<file path="src/rtl/arb_pkg.sv">
// Shared types and constants for the round-robin lock arbiter.
package arb_pkg;

  localparam int NUM_OF_CORES_DEF = 4;
  localparam int CORE_ID_W        = $clog2(NUM_OF_CORES_DEF);

  typedef enum logic {IDLE, LOCKED} arb_state_t;

  typedef logic [NUM_OF_CORES_DEF-1:0] core_vec_t;

endpackage

</file>
<file path="src/rtl/rr_select.sv">
// Rotating-priority pick: first set request at or after ptr, modulo N.
module rr_select #(
  parameter int N = 4
) (
  input  logic [N-1:0]         req,
  input  logic [$clog2(N)-1:0] ptr,
  output logic [$clog2(N)-1:0] pick,
  output logic                 any_valid
);

  localparam int W = $clog2(N);

  logic [2*N-1:0] doubled;
  logic [N-1:0]   rotated;
  logic [W-1:0]   offset;

  // Doubling the vector turns the rotate into a plain shift; bit 0 of rotated is core ptr.
  always_comb begin
    doubled = {req, req};
    rotated = N'(doubled >> ptr);
    offset  = '0;
    for (int i = N - 1; i >= 0; i--) begin
      if (rotated[i]) offset = W'(i);
    end
    pick      = ptr + offset;
    any_valid = |req;
  end

endmodule

</file>
<file path="src/rtl/rr_lock_arbiter.sv">
// Work-conserving round-robin arbiter that locks onto a core until its last beat.
// Define ARB_TIMEOUT_EN to force-release locks held for MAX_HOLD_CYCLES cycles.
module rr_lock_arbiter
  import arb_pkg::*;
#(
  parameter int NUM_OF_CORES    = NUM_OF_CORES_DEF,
  parameter int MAX_HOLD_CYCLES = 64
) (
  input  logic                            clk,
  input  logic                            reset,
  input  logic [NUM_OF_CORES-1:0]         req,
  input  logic [NUM_OF_CORES-1:0]         req_last,
  input  logic                            bus_ready,
  output logic [NUM_OF_CORES-1:0]         grant,
  output logic [$clog2(NUM_OF_CORES)-1:0] grant_id,
  output logic                            bus_valid,
  output logic                            busy,
  output logic                            timeout_err
);

  localparam int ID_W = $clog2(NUM_OF_CORES);
  localparam logic [NUM_OF_CORES-1:0] ONE = NUM_OF_CORES'(1);

  arb_state_t              state_q, state_d;
  logic [NUM_OF_CORES-1:0] grant_q, grant_d;
  logic [ID_W-1:0]         grant_id_q, grant_id_d;
  logic [ID_W-1:0]         ptr_q, ptr_d;
  logic                    busy_q, busy_d;
  logic                    timeout_err_q, timeout_err_d;

  logic [ID_W-1:0] sel_ptr;
  logic [ID_W-1:0] pick;
  logic            any_valid;
  logic            fire;
  logic            last_fire;
  logic            timeout_hit;
  logic            release_lock;

  assign fire         = busy_q && req[grant_id_q] && bus_ready;
  assign last_fire    = fire && req_last[grant_id_q];
  assign release_lock = last_fire || timeout_hit;

  // On release the releasing core lands last in the scan, so it only wins when alone.
  assign sel_ptr = release_lock ? grant_id_q + ID_W'(1) : ptr_q;

  rr_select #(
    .N(NUM_OF_CORES)
  ) u_select (
    .req      (req),
    .ptr      (sel_ptr),
    .pick     (pick),
    .any_valid(any_valid)
  );

`ifdef ARB_TIMEOUT_EN
  localparam int HOLD_W = $clog2(MAX_HOLD_CYCLES) + 1;

  logic [HOLD_W-1:0] hold_cnt_q, hold_cnt_d;

  assign timeout_hit = busy_q && !last_fire &&
                       (hold_cnt_q == HOLD_W'(MAX_HOLD_CYCLES - 1));

  always_comb begin
    hold_cnt_d = hold_cnt_q + HOLD_W'(1);
    if (!busy_q || release_lock) hold_cnt_d = '0;
  end

  always_ff @(posedge clk) begin
    if (reset) hold_cnt_q <= '0;
    else       hold_cnt_q <= hold_cnt_d;
  end
`else
  logic unused_hold;
  assign unused_hold = ^MAX_HOLD_CYCLES;
  assign timeout_hit = 1'b0;
`endif

  always_comb begin
    state_d       = state_q;
    grant_d       = grant_q;
    grant_id_d    = grant_id_q;
    busy_d        = busy_q;
    ptr_d         = ptr_q;
    timeout_err_d = 1'b0;
    case (state_q)
      IDLE: begin
        if (any_valid) begin
          state_d    = LOCKED;
          grant_d    = ONE << pick;
          grant_id_d = pick;
          busy_d     = 1'b1;
        end
      end
      LOCKED: begin
        if (release_lock) begin
          ptr_d         = sel_ptr;
          timeout_err_d = timeout_hit;
          if (any_valid) begin
            grant_d    = ONE << pick;
            grant_id_d = pick;
          end else begin
            state_d    = IDLE;
            grant_d    = '0;
            grant_id_d = '0;
            busy_d     = 1'b0;
          end
        end
      end
    endcase
  end

  always_ff @(posedge clk) begin
    if (reset) begin
      state_q       <= IDLE;
      grant_q       <= '0;
      grant_id_q    <= '0;
      busy_q        <= 1'b0;
      ptr_q         <= '0;
      timeout_err_q <= 1'b0;
    end else begin
      state_q       <= state_d;
      grant_q       <= grant_d;
      grant_id_q    <= grant_id_d;
      busy_q        <= busy_d;
      ptr_q         <= ptr_d;
      timeout_err_q <= timeout_err_d;
    end
  end

  assign grant       = grant_q;
  assign grant_id    = grant_id_q;
  assign busy        = busy_q;
  assign timeout_err = timeout_err_q;
  assign bus_valid   = busy_q && req[grant_id_q];

endmodule

</file>
<file path="config.mk">
export PLATFORM = sky130hd
export DESIGN_NAME = rr_lock_arbiter
export DESIGN_NICKNAME = d
export VERILOG_FILES = /design/src/rtl/arb_pkg.sv /design/src/rtl/rr_select.sv /design/src/rtl/rr_lock_arbiter.sv
export SDC_FILE = /design/constraint.sdc
export NUM_CORES = 1
export LEC_CHECK = 0
export CAP_MARGIN = 40
export CORE_ASPECT_RATIO = 1.25
export CORE_MARGIN = 2
export CORE_UTILIZATION = 53
export DETAILED_ROUTE_END_ITERATION = 8
export PLACE_DENSITY = 0.83
export SETUP_SLACK_MARGIN = 0.2
export SLEW_MARGIN = 40
export SYNTH_ARGS = -nofsm -noshare
export SYNTH_HDL_FRONTEND = slang
export SYNTH_SLANG_ARGS = --single-unit
</file>
<file path="constraint.sdc">
create_clock -name clk -period 5 [get_ports clk]
set_input_delay 1 -clock clk [delete_from_list [all_inputs] [get_ports clk]]
set_output_delay 1 -clock clk [all_outputs]
set_load 0.01 [all_outputs]
</file>
==> results of run 1 <==
## cell type report
type / count / area, sq um / share of cell area, %
timing repair buffer: 18 / 180 / 16.9
tap: 18 / 22.5 / 2.12
multi-input combinational: 85 / 609 / 57.3
inverter: 4 / 15.0 / 1.41
sequential: 10 / 200 / 18.8
clock buffer: 4 / 36.3 / 3.41
## worst max-delay path, cell delays in order
cell             delay, ns
clkdlybuf4s50_1       0.79
mux2i_1               0.17
o22ai_2               0.18
nand2_2               0.24
mux2i_2               0.38
mux2i_1               0.33
nand3_1               0.11
o21a_1                0.13
ha_1                  0.18
xnor2_1               0.27
xor2_1                0.27
o21ai_1               0.11
## metrics by stage
stage | util [%] | instance area (sq um) | total power (uW) | setup WS (ns) | cells
final | 67.2 | 1060 | 235 | 0.982 | 139
after global routing | 67.2 | 1060 | 247 | 0.659 | 139
after CTS | 67.2 | 1060 | 236 | 1.03 | 139
after detailed placement | 65.0 | 1030 | 162 | 0.751 | 135
after global placement | 65.0 | 1030 | 161 | 0.861 | 135
after floorplan | - | 898 | 142 | 1.76 | 110
## registers in the layout, indices dropped and copies added, names as in the netlist
register,cells
busy,1
grant,4
grant_id,2
ptr_q,2
state_q,1
## routing by layer
layer / track usage (%) / wire length [um] / vias to the layer above
met3: 4.05 / 78 / 8
met5: 0 / 0 / -
met2: 38.3 / 1020 / 19
met1: 24.1 / 826 / 415
met4: 10.6 / 48 / 0
li1: - / - / 412
## power by group
group	switching, uW	internal (uW)
Combinational	33.5	35.4
Sequential	7.69	84.5
Clock	29.1	44.3
## placed cells by master, fill, tap and decap left out, types with 3 or more instances in the layout
cell,synthesis,routed
nand3b_1,3,3
nand2_1,6,6
clkdlybuf4s50_1,0,18
mux2i_1,10,10
inv_1,4,4
clkbuf_4,0,3
nor2_1,11,11
dfxtp_1,10,10
nand2b_1,3,3
o21ai_0,7,7
nand3_1,7,7
a21oi_1,7,7
## worst paths after layout
check	from	endpoint	slack [ns]	cells after the start
setup / recovery	req[0]	grant[1]$_SDFFE_PP0P_	0.98	12
hold / removal	grant[1]$_SDFFE_PP0P_	grant[1]$_SDFFE_PP0P_	0.47	2
setup reg to reg	grant_id[0]$_SDFFE_PP0P_	grant[1]$_SDFFE_PP0P_	1.64	11
hold reg to reg	grant[1]$_SDFFE_PP0P_	grant[1]$_SDFFE_PP0P_	0.47	2
## kinds of logic after synthesis
kind of cell / count (synthesis) / share of synthesized area (%)
simple gates: 38 / 21.2
compound gates: 29 / 26.7
mux: 12 / 14.2
other cells: 1 / 0.417
flops: 10 / 22.3
xor+xnor: 4 / 3.90
buf+inv: 15 / 9.89
fa+ha+maj: 1 / 1.39
==> results.json, run 1 <==
{
  "period_needed_ns": 4.02,
  "worst_ep_arrival_time_ns": 4.17,
  "synthesis.nets": 122,
  "critPathKind": "in2reg",
  "fin_tns_setup_ns": 0,
  "nets": 134,
  "clkSlewWorstSetupHoldPaths_ns": 0.06,
  "synth_top_area_share_pct": 22.3,
  "antenna_found_initial": 0,
  "clock-sinks": 10,
  "drive_gt1_share_pct": 9.92,
  "dr_total_vias": 854,
  "min_path_type": "reg2reg",
  "io_buffers": 18,
  "drtIter0Drc": 12,
  "synth.most_common_cell": "nor2_1",
  "first_pass_iters": 4,
  "wirelength_um": 1970,
  "gp_congestion": 0.827,
  "async_flop_share_pct": 0,
  "fp.dieArea_sq_um": 2040,
  "area_delta_synth_final_pct": 18.4,
  "grt_pass1_wl_um": 3180,
  "synth_ff_type": "dfxtp_1",
  "synth_edf_count": 0,
  "synthTopCellsByCount": "nor2_1, dfxtp_1, mux2i_1",
  "yosys.area.top_type": "dfxtp_1",
  "seq_area_frac_synth_pct": 22.3,
  "synth_cell_types": 37,
  "io_pins": 20,
  "synth_area_sq_um": 898,
  "fp-row-count": 16,
  "synth_area_leaders": "dfxtp_1, mux2i_1, nor2_1",
  "grt_usage_pct": 22.3,
  "whs_ns": 0.474,
  "setup_violations": 0,
  "crit_path_end_kind": "flop",
  "routedWlPerCell_um": 14.2,
  "fin_skew_ns": 0.00270,
  "initial_core_util_pct": 56.8,
  "grt_max_degree": 18,
  "rsz0062_at_grt": "no",
  "grt_pass1_vias": 767,
  "overflow": 0,
  "ys_seq_elements": 10,
  "drc": 0,
  "final.period_utilization_pct": 80.4,
  "cts_made_buffers": 3,
  "timing.fmax_mhz": 249,
  "die_w_um": 40.8,
  "die_height_um": 50.0,
  "cts_buffer_depth": 2,
  "tightest_slew_ns": 0.654,
  "dp.final_hpwl_um": 1420,
  "nFillCells": 143,
  "cp.required_ns": 5.15,
  "drv_slew": 0,
  "yosysWarnings": 0,
  "cts-root-buf": "clkbuf_4",
  "core_area_sq_um": 1580,
  "max-slew-margin-rel_pct": 56.4,
  "avgSynthCellArea_sq_um": 8.17,
  "holdBufCountCts": 0,
  "vias_per_cell": 6.14,
  "hold_viol_final": 0,
  "cts_tree": "done",
  "diodes": 0,
  "p_per_area_nw_per_um2": 221,
  "p_leak_uw": 0.000409,
  "cp_max_fo": 14,
  "antenna_left": 0,
  "status": "finished, final reports clean",
  "drv_cap": 0,
  "cts_setup_buffers": 0,
  "h-tree-depth": 1,
  "synthCells": 110,
  "worstSkewPairLatency_ns": 0.27,
  "peakVddDrop_v": 0.000181,
  "cts_resized": 0,
  "crit_path_start_kind": "input port"
}
No activity file was read; power rests on OpenSTA's default activity.
==> run 2: changes to the inputs <==
--- a/config.mk
+++ b/config.mk
@@ -8,9 +8,9 @@
 export CAP_MARGIN = 40
 export CORE_ASPECT_RATIO = 1.25
 export CORE_MARGIN = 2
-export CORE_UTILIZATION = 53
+export CORE_UTILIZATION = 49
 export DETAILED_ROUTE_END_ITERATION = 8
-export PLACE_DENSITY = 0.83
+export PLACE_DENSITY = 0.78
 export SETUP_SLACK_MARGIN = 0.2
 export SLEW_MARGIN = 40
 export SYNTH_ARGS = -nofsm -noshare
==> constraint.sdc (replaced) <==
create_clock -name clk -period 3.92 [get_ports clk]
set_input_delay 0.784 -clock clk [delete_from_list [all_inputs] [get_ports clk]]
set_output_delay 0.784 -clock clk [all_outputs]
set_load 0.01 [all_outputs]
==> results.json, run 2 (synthesis gave the netlist of run 1 again) <==
{
  "status": "finished, final reports clean",
  "whs_endpoint": "grant[3]$_SDFFE_PP0P_",
  "slowest_stage": "clkdlybuf4s50_1",
  "area_delta_synth_final_pct": 22.7,
  "crit_path_cell_trace": "clkdlybuf4s50_1 -> mux2i_1 -> o22ai_2 -> nand2_2 -> mux2i_2 -> mux2i_1 -> nand3_1 -> o21a_1 -> ha_1 -> xnor2_1 -> xnor2_1 -> a32o_1",
  "r2r_end": "grant[0]$_SDFFE_PP0P_",
  "crit_path_end_kind": "flop",
  "seqPwrFrac_pct": 39.1,
  "critPathKind": "in2reg",
  "cts_resized": 0,
  "largest_reg_flops": 4,
  "tightest_slew_ns": 0.667,
  "fin_util_pct": 63.2,
  "final.period_utilization_pct": 82.2,
  "worstSkewPairLatency_ns": 0.27,
  "pwr-share-clk_pct": 30.6,
  "min_from": "grant[3]$_SDFFE_PP0P_",
  "fp.dieArea_sq_um": 2190,
  "routedWlPerCell_um": 13.6,
  "grt_max_degree": 18,
  "cts_tree": "done",
  "grt_pass1_wl_um": 3480,
  "cp.required_ns": 4.08,
  "crit_path_start_kind": "input port",
  "h-tree-depth": 1,
  "drc": 0,
  "antenna_found_initial": 0,
  "fp-row-count": 17,
  "cts-root-buf": "clkbuf_4",
  "dp.final_hpwl_um": 1440,
  "diodes": 0,
  "peakVddDrop_v": 0.000195,
  "final_common_cell": "clkdlybuf4s50_1",
  "first_pass_iters": 4,
  "p_per_area_nw_per_um2": 273,
  "cts_setup_buffers": 0,
  "dr_total_vias": 816,
  "nets": 139,
  "clock-sinks": 10,
  "fin_tns_setup_ns": 0,
  "clkSlewWorstSetupHoldPaths_ns": 0.06,
  "rrSetupSlack_ns": 0.83,
  "p_leak_uw": 0.000432,
  "holdBufCountCts": 0,
  "grt_usage_pct": 20.4,
  "cp_max_fo": 4,
  "drtIter0Drc": 10,
  "drv_slew": 0,
  "rsz0062_at_grt": "no",
  "initial_core_util_pct": 51.5,
  "min_path_type": "reg2reg",
  "die_w_um": 42.3,
  "vias_per_cell": 5.63,
  "intPower_uw": 213,
  "wirelength_um": 1980,
  "antenna_left": 0,
  "io_pins": 20,
  "cts_buffer_depth": 2,
  "setup_violations": 0,
  "fin_skew_ns": 0.00189,
  "max-slew-margin-rel_pct": 55.5,
  "grt_pass1_vias": 808,
  "gp_congestion": 0.794,
  "worst_ep_arrival_time_ns": 3.38,
  "drv_cap": 0,
  "overflow": 0,
  "die_height_um": 51.9,
  "core_area_sq_um": 1740,
  "swShare_pct": 29.5,
  "hold_viol_final": 0,
  "timing.fmax_mhz": 310,
  "rr_startpoint": "grant_id[0]$_SDFFE_PP0P_",
  "whs_path_depth": 2,
  "power_frac_comb_pct": 30.2,
  "mostFrequentLayoutCells": "clkdlybuf4s50_1, nor2_1, mux2i_1, dfxtp_1",
  "reg2reg_depth": 11,
  "p_sw_uw": 88.8,
  "drive_gt1_share_pct": 13.5,
  "period_needed_ns": 3.22,
  "cts_made_buffers": 3,
  "io_buffers": 18,
  "cpPeakStageDelay_ns": 0.49
}
run 2: per-layer routing:
metal | vias to the layer above | global-route usage [%] | wire [um]
met4 | 0 | 4.69 | 13
met1 | 373 | 23.8 | 852
li1 | 422 | - | -
met5 | - | 0 | 0
met2 | 19 | 37.9 | 1020
met3 | 2 | 4.17 | 93
run 2: how the worst max path moves through the flow:
stage | end | from | depth (start not counted) | slack, ns
final | grant[0]$_SDFFE_PP0P_ | req[2] | 12 | 0.70
after global routing | grant[1]$_SDFFE_PP0P_ | req[2] | 12 | 0.47
after floorplan | grant[0]$_SDFFE_PP0P_ | req[0] | 12 | 0.90
after CTS | grant[0]$_SDFFE_PP0P_ | req[2] | 12 | 0.70
after global placement | grant[0]$_SDFFE_PP0P_ | req[2] | 12 | 0.50
after detailed placement | grant[0]$_SDFFE_PP0P_ | req[2] | 12 | 0.44
run 2: critical path, delay by kind of cell:
kind | cells | cell delay [ns]
muxes | 3 | 0.69
AOI/OAI and AO/OA | 3 | 0.59
buffers and inverters | 1 | 0.49
xor gates and xnor gates | 2 | 0.43
and+or+nand+nor | 2 | 0.20
adders and majority gates | 1 | 0.18
run 2: power by group through the flow:
stage	clock [uW]	sequential (uW)	combinational (uW)
after floorplan	0	116	64.5
after global placement	0	120	89.4
after detailed placement	0	120	90.9
after CTS	94.3	118	91.6
after global routing	98.5	119	100
final	92.4	118	91.0
run 2: cell type report:
cell class,count,area [sq um]
Clock buffer,4,36.3
Fill cell,168,642
Inverter,4,15.0
Multi-Input combinational cell,85,609
Sequential cell,10,200
Tap cell,19,23.8
Timing Repair Buffer,23,218
run 2: metrics by stage:
stage	hold slack, ns	power, uW	cell area, sq um	setup slack, ns	std cells
after floorplan	0.482	181	898	0.895	110
after global placement	0.458	209	1070	0.502	141
after detailed placement	0.459	211	1070	0.445	141
after CTS	0.476	304	1100	0.704	145
after global routing	0.508	318	1100	0.472	145
final	0.474	301	1100	0.698	145
